===== config.mk =====
export PLATFORM = sky130hd
export DESIGN_NAME = noc_injection_arbiter
export DESIGN_NICKNAME = d
export VERILOG_FILES = /design/src/rtl/noc_injection_arbiter.sv
export SDC_FILE = /design/constraint.sdc
export NUM_CORES = 1
export LEC_CHECK = 0
export CORE_AREA = 2 2 150 152
export DETAILED_ROUTE_END_ITERATION = 10
export DIE_AREA = 0 0 152 154
export DONT_BUFFER_PORTS = 1
export GPL_ROUTABILITY_DRIVEN = 0
export PLACE_DENSITY = 0.3
export SYNTH_ARGS = -nofsm -noshare
export SYNTH_HDL_FRONTEND = slang
export SYNTH_SLANG_ARGS = --single-unit

===== constraint.sdc =====
create_clock -name clk_i -period 1.9 [get_ports clk_i]
set_input_delay 0.475 -clock clk_i [delete_from_list [all_inputs] [get_ports clk_i]]
set_output_delay 0.475 -clock clk_i [all_outputs]
set_load 0.01 [all_outputs]

===== src/rtl/noc_injection_arbiter.sv =====
// NoC injection arbiter. Several AXI4-Stream requesters share a single NoC
// injection port. A round-robin pick is made in IDLE, and the chosen port then
// owns the output until its packet ends. A packet ends on tlast, or it is cut
// short when MAX_FLITS flits have been sent.
//
// Handshake: a flit moves on a rising edge where valid and ready are both 1.
// A source holds its valid and payload until that edge. This block raises
// ready only toward the granted source, and only by passing m_tready_i
// through to it.
module noc_injection_arbiter #(
  parameter int NUM_PORTS  = 4,
  parameter int DATA_WIDTH = 64,
  parameter int DEST_WIDTH = 8,
  parameter int MAX_FLITS  = 16
) (
  input  logic                                              clk_i,
  input  logic                                              rst_i,
  input  logic [NUM_PORTS-1:0]                              s_tvalid_i,
  output logic [NUM_PORTS-1:0]                              s_tready_o,
  input  logic [NUM_PORTS*DATA_WIDTH-1:0]                   s_tdata_i,
  input  logic [NUM_PORTS*DEST_WIDTH-1:0]                   s_tdest_i,
  input  logic [NUM_PORTS-1:0]                              s_tlast_i,
  output logic                                              m_tvalid_o,
  input  logic                                              m_tready_i,
  output logic [DATA_WIDTH-1:0]                             m_tdata_o,
  output logic [DEST_WIDTH-1:0]                             m_tdest_o,
  output logic                                              m_tlast_o,
  output logic [((NUM_PORTS > 1) ? $clog2(NUM_PORTS) : 1)-1:0] m_tid_o,
  output logic [NUM_PORTS-1:0]                              grant_o,
  output logic                                              overrun_err_o
);

  localparam int IDX_W = (NUM_PORTS > 1) ? $clog2(NUM_PORTS) : 1;
  localparam int CNT_W = $clog2(MAX_FLITS);

  typedef enum logic {
    IDLE   = 1'b0,
    LOCKED = 1'b1
  } state_e;

  state_e           state_q, state_d;
  logic [IDX_W-1:0] grant_q, grant_d;
  logic [IDX_W-1:0] ptr_q, ptr_d;
  logic [CNT_W-1:0] cnt_q, cnt_d;
  logic             overrun_q, overrun_d;

  logic [IDX_W-1:0] pick;
  logic             pick_vld;
  logic             sel_valid;
  logic             sel_last;
  logic             at_cap;
  logic             hs;

  // Round-robin pick. The scan starts at the port after the last winner. It
  // runs backwards so that the candidate nearest to ptr+1 writes last and wins.
  always_comb begin : rr_pick
    int               idx;
    logic [IDX_W-1:0] idx_b;
    idx      = 0;
    idx_b    = '0;
    pick     = '0;
    pick_vld = 1'b0;
    for (int i = NUM_PORTS - 1; i >= 0; i--) begin
      idx   = (int'(ptr_q) + 1 + i) % NUM_PORTS;
      idx_b = IDX_W'(idx);
      if (s_tvalid_i[idx_b]) begin
        pick     = idx_b;
        pick_vld = 1'b1;
      end
    end
  end

  // Pass the granted port straight through to the output. The outputs are
  // quiet whenever no packet is locked.
  always_comb begin
    sel_valid     = s_tvalid_i[grant_q];
    sel_last      = s_tlast_i[grant_q];
    at_cap        = (cnt_q == CNT_W'(MAX_FLITS - 1));
    s_tready_o    = '0;
    grant_o       = '0;
    m_tvalid_o    = 1'b0;
    m_tdata_o     = '0;
    m_tdest_o     = '0;
    m_tlast_o     = 1'b0;
    m_tid_o       = '0;
    overrun_err_o = overrun_q;
    if (state_q == LOCKED) begin
      m_tvalid_o          = sel_valid;
      s_tready_o[grant_q] = m_tready_i;
      grant_o[grant_q]    = 1'b1;
      m_tdata_o           = s_tdata_i[grant_q*DATA_WIDTH +: DATA_WIDTH];
      m_tdest_o           = s_tdest_i[grant_q*DEST_WIDTH +: DEST_WIDTH];
      m_tlast_o           = sel_last | at_cap;
      m_tid_o             = grant_q;
    end
    hs = m_tvalid_o & m_tready_i;
  end

  // Next-state logic: arbitrate in IDLE, count flits while LOCKED, and release
  // the grant on the last flit. A flit counted as last without tlast from the
  // source is a forced cut, and it sets the sticky overrun flag.
  always_comb begin
    state_d   = state_q;
    grant_d   = grant_q;
    ptr_d     = ptr_q;
    cnt_d     = cnt_q;
    overrun_d = overrun_q;
    unique case (state_q)
      IDLE: begin
        if (pick_vld) begin
          grant_d = pick;
          cnt_d   = '0;
          state_d = LOCKED;
        end
      end
      LOCKED: begin
        if (hs) begin
          if (m_tlast_o) begin
            state_d = IDLE;
            ptr_d   = grant_q;
            cnt_d   = '0;
            if (!sel_last) begin
              overrun_d = 1'b1;
            end
          end else begin
            cnt_d = cnt_q + CNT_W'(1);
          end
        end
      end
      default: state_d = IDLE;
    endcase
  end

  // State registers. After reset the pointer sits on the last port, so port 0
  // is checked first.
  always_ff @(posedge clk_i or posedge rst_i) begin
    if (rst_i) begin
      state_q   <= IDLE;
      grant_q   <= '0;
      ptr_q     <= IDX_W'(NUM_PORTS - 1);
      cnt_q     <= '0;
      overrun_q <= 1'b0;
    end else begin
      state_q   <= state_d;
      grant_q   <= grant_d;
      ptr_q     <= ptr_d;
      cnt_q     <= cnt_d;
      overrun_q <= overrun_d;
    end
  end

endmodule


# [Yosys cells after proc, flatten, opt, wreduce, memory -nomap -nowiden]
# Cells that the tools add are included.
# Widths: inputs -> output; s select.
[word_totals] ff_bits=10 inputBits=299 elab_cells=68
[op_classes] addsub=5 order_cmp=6 n_eq_ne=3 shifts=2 mux=37 n_bitwise=5 reduce_logical=5
[op_table] op="$shiftx 256x9->64" count=1
[op_table] op="$mux 64" count=1
[op_table] op="$shiftx 32x6->8" count=1
[op_table] op="$mux 4" count=5
[op_table] op="$mux 1" count=16
[op_table] op="$lt 2x3->1 const B" count=5
[op_table] op="$bmux 1 s2" count=6
[op_table] op="$mux 2" count=5
[op_table] op="$mux 8" count=1
[op_table] op="$pmux 4 s2" count=1
[op_table] op="$add 2x1->2 const B" count=2
[op_table] op="$add 2x2->2 const B" count=2
[op_table] op="$add 4x1->4 const B" count=1
[op_table] op="$and 4x4->4" count=1
[op_table] op="$eq 4x4->1 const B" count=1
[op_table] op="$reduce_and 2->1" count=2
[op_table] op="$reduce_and 4->1" count=1
[op_table] op="$reduce_and 3->1" count=1
[op_table] op="$demux 1 s2" count=1
[op_table] op="$ge 2x1->1 const B" count=1
[op_table] op="$ne 2x1->1 const B" count=1
[op_table] op="$ne 2x2->1 const B" count=1
[op_table] op="$not 1->1" count=2
[op_table] op="$pmux 1 s2" count=1
[op_table] op="3 further kinds" count=3

# [Depth between registers and ports, before layout]
[logic_depth] depth_word=10 ltp_mapped=5 ltp_nobuf=5

# [Worst setup path before layout]
# Ideal clock, no wire load.
[synth_timing] path_kind="flip-flop to output port" startpoint="reg grant_q[1]" endpoint="out s_tready_o[2]" arrival_time_ps=1604 path_slack_ps=-179 path_stages_with_launch=6 cell_sequence="dfrtp_1 > clkbuf_1 > clkbuf_1 > and2_1 > nor2b_1 > and2_1"
[synth_between] elab_chain_len=6 elab_cells_between_ends=7
[synth_rtl] item="start: declaration" line="42" source="logic [IDX_W-1:0] grant_q, grant_d;"
[synth_rtl] item="start signal: assignment" line="145" source="grant_q <= grant_d;"
[synth_rtl] item="$lt 2x3->1 (not written as such) / $ge 2x1->1 (equally long branches)" line="89" source="s_tready_o[grant_q] = m_tready_i;"
[synth_rtl] item="$logic_and 1x1->1 (not written as such)" line="89"
[synth_rtl] item="$mux 1 (not written as such)" line="89"
[synth_rtl] item="$demux 1 s2 (*)" line="89"
[synth_rtl] item="$and 4x4->4 (no source line) (*)"
[synth_rtl] item="$mux 4 (*)" line="87" source="if (state_q == LOCKED) begin"
[synth_rtl] item="end: declaration" line="19" source="output logic [NUM_PORTS-1:0] s_tready_o,"
# Mark *: on every way between the ends. The rest lies on a longest branch, timed or not.

# [Final worst setup path]
[layout_timing] startpoint="reg grant_q[0]" endpoint="out m_tdata_o[8]"
[layout_between] elab_chain_len=2
[layout_rtl] item="$shiftx 256x9->64" line="91" source="m_tdata_o = s_tdata_i[grant_q*DATA_WIDTH +: DATA_WIDTH];"
[layout_rtl] item="$mux 64" line="87"
[layout_rtl] item="end: declaration" line="25" source="output logic [DATA_WIDTH-1:0] m_tdata_o,"
# Every way passes these cells.

==> results.sh <==
export IMPL_cts_buffer_depth=2
export IMPL_die_area_sq_um=23400
export IMPL_relSlewSlack=0.726
export IMPL_yosys_area_top_type_share=0.584
export IMPL_fmax_mhz=445
export IMPL_r2r_end="cnt_q[3]"
export IMPL_synth_edf_count=0
export IMPL_setup_viol=84
export IMPL_p_per_area_nw_per_um2=1690
export IMPL_drt_total_wl_mm=13.8
export IMPL_multi_input_area_sq_um=2660
export IMPL_internal_power_mw=3.98
export IMPL_initial_core_util=0.131
export IMPL_num_rows=54
export IMPL_ant_nets=0
export IMPL_via_per_inst=4.66
export IMPL_syn_avg_cell_area_sq_um=11.7
export IMPL_cp_data_required_time_ns=1.42
export IMPL_worst_path_max_fanout=9
export IMPL_end_kind="output pin"
export IMPL_cp_start_kind="flop"
export IMPL_skew_ns=0.000724
export IMPL_maxCapViolations=0
export IMPL_finalNetCount=561
export IMPL_clock_tree_root_cell="clkbuf_16"
export IMPL_fp_dieW_microns=152
export IMPL_seqPwrFrac=0.061
export IMPL_netlist_top_cells_count="and2_1, mux4_2, clkbuf_1"
export IMPL_final_area_sq_um=3930
export IMPL_htreeDepth=1
export IMPL_layout_setup_ws_ns=-0.349
export IMPL_maxSlewViolCount=0
export IMPL_rsz0062_at_grt="true"
export IMPL_combPwrFrac=0.876
export IMPL_reg2reg_depth=6
export IMPL_cts_hold_buf=0
export IMPL_power_mw=6.65
export IMPL_grt_pass1_vias=2757
export IMPL_fill_cells=2390
export IMPL_hold_viol_final=0
export IMPL_ys_ff_latch=10
export IMPL_cts_tree="built"
export IMPL_clk_pin_slew_ns=0.04
export IMPL_yosys_warnings=0
export IMPL_grt_pass1_wl_mm=19.0
export IMPL_wl_per_cell_microns=25.6
export IMPL_portBuffers=0
export IMPL_leakage_nw=1.41
export IMPL_syn_to_final_growth_pct=37.8
export IMPL_place_area_sq_um=3310
export IMPL_synthArstFlopShare=1.00
export IMPL_top_level_ports=384
export IMPL_r2r_start="grant_q[0]"
export IMPL_hp_class="in -> async"
export IMPL_yosys_area_top_type="mux4_2"
export IMPL_die_h_microns=154
export IMPL_cts_buffers=3
export IMPL_netlist_instances=243
export IMPL_grt_start_max_net_pins=36
export IMPL_grt_usage=0.106
export IMPL_ys_types=29
export IMPL_syn_area_sq_um=2850
export IMPL_drc_errors=0
export IMPL_setup_tns_ns=-21.17
export IMPL_synth_most_common_cell="and2_1"
export IMPL_drtPass1Iterations=4
export IMPL_synth_area_leaders="mux4_2, and2_1, dfrtp_1"
export IMPL_seq_area_frac_synth=0.0886
export IMPL_run_status="finished with violations"
export IMPL_gr_total_overflow=0
export IMPL_worst_slew_pin_slew_ns=0.411
export IMPL_synth_ff_type="dfrtp_1"
export IMPL_core_sq_um=21700
export IMPL_synth_nets=543
export IMPL_swShare=0.402
export IMPL_p_clk_frac=0.063
export IMPL_drt_iter0_drc=166
export IMPL_p_switching_mw=2.67
export IMPL_layout_drive_gt1_share=0.754
export IMPL_antenna_cells=0
export IMPL_ff_latch_area_sq_um=262
export IMPL_critPathKind="reg -> out"
export IMPL_vias=2518
export IMPL_ir_drop_mv=0.411
export IMPL_min_period_ns=2.25
export IMPL_fin_crit_sh=1.18
export IMPL_r2r_slack_ns=-0.27
export IMPL_holdWs_ns=0.116
export IMPL_arrival_ns=1.77
export IMPL_cts_sinks=10
export IMPL_dp_hpwl_mm=10.8
export IMPL_violations="negative setup slack"
export IMPL_clock_latency_ns=0.23
export IMPL_antenna_found_initial=1
==> power groups by stage <==
stage / clock, mW / sequential (mW) / combinational, mW
after floorplan: 0 / 0.329 / 3.55
after global placement: 0 / 0.438 / 4.29
after detailed placement: 0 / 0.438 / 4.31
after CTS: 0.424 / 0.427 / 5.74
after global routing: 0.447 / 0.419 / 6.22
final: 0.420 / 0.405 / 5.83
==> cells in the final DEF, fill, tap and decap left out, types with 2 or more instances in the layout <==
master,n
nand2_1,4
mux2_2,2
nor3_1,4
buf_12,5
dfrtp_1,5
buf_8,2
nand3_1,2
a31oi_1,3
mux4_2,74
and2_1,17
and2_4,61
dfstp_2,2
inv_1,4
nor2_1,6
clkbuf_16,4
o21ai_0,3
buf_16,7
nand2b_1,3
o31ai_2,2
buf_4,21
a21oi_1,2
nor2b_1,3
dfrtp_4,2
buf_6,4
or4_1,2
==> flip-flops by register name (all words and copies together) (netlist names) <==
| register | count |
|---|---|
| overrun_err_o | 1 |
| state_q | 1 |
| cnt_q | 4 |
| grant_q | 2 |
| ptr_q | 2 |
==> cells by family (layout without fill, tap and decap cells) <==
logic type,count (synthesis),count (layout),share of synthesized area
AND/OR/NAND/NOR,110,110,0.233
multiplexers,76,76,0.592
buffers and inverters,31,48,0.0465
AO/OA/AOI/OAI,15,15,0.0355
flip-flops,10,10,0.0886
adder cells (fa/ha/maj),1,1,0.00439
==> worst max-delay path, stage by stage (launching register included) <==
cell     delay (ns)
dfrtp_4        0.49
buf_12         0.16
buf_12         0.13
buf_16         0.14
mux4_2         0.43
and2_4         0.18
==> cell type report <==
type                            count  share of cell area
Timing Repair Buffer               40               0.140
Multi-Input combinational cell    202               0.678
Tap cell                          280              0.0892
Inverter                            4             0.00382
Sequential cell                    10              0.0666
Clock buffer                        4              0.0226
==> stage by stage <==
stage	util	worst slack, ns	instances
2_1_floorplan	-	-0.0116	243
3_3_place_gp	0.153	-0.217	518
3_5_place_dp	0.153	-0.236	518
4_1_cts	0.178	-0.350	536
5_1_grt	0.181	-0.393	540
6_report	0.181	-0.349	540
==> worst max path at each step <==
| stage | from | end | slack (ns) | cells past startpoint |
|---|---|---|---|---|
| 6_report | grant_q[0] | m_tdata_o[8] | -0.35 | 5 |
| 5_1_grt | grant_q[0] | m_tdest_o[2] | -0.39 | 5 |
| 4_1_cts | grant_q[0] | m_tdata_o[30] | -0.35 | 5 |
| 3_5_place_dp | grant_q[0] | m_tdata_o[63] | -0.24 | 3 |
| 3_3_place_gp | grant_q[0] | m_tdata_o[63] | -0.22 | 3 |
| 2_1_floorplan | grant_q[0] | m_tdata_o[0] | -0.01 | 4 |
==> metal layers <==
| layer | routed length [microns] | up-vias | track usage | part of all wire |
|---|---|---|---|---|
| met5 | 0 | - | 0 | 0 |
| met4 | 70 | 0 | 0.0116 | 0.0051 |
| met3 | 1310 | 4 | 0.0285 | 0.095 |
| met2 | 7270 | 225 | 0.192 | 0.53 |
| met1 | 5170 | 1290 | 0.129 | 0.37 |
| li1 | - | 999 | - | - |
==> what timing repair did <==
item | CTS | global route
pin swaps | 2 | 2
setup buffers | 9 | 4
setup endpoints to repair | 84 | 91
resized for setup | 69 | 19
endpoints found under the hold margin | 0 | 0
cloned | 6 | 2
No activity file was read; power rests on OpenSTA's default activity.
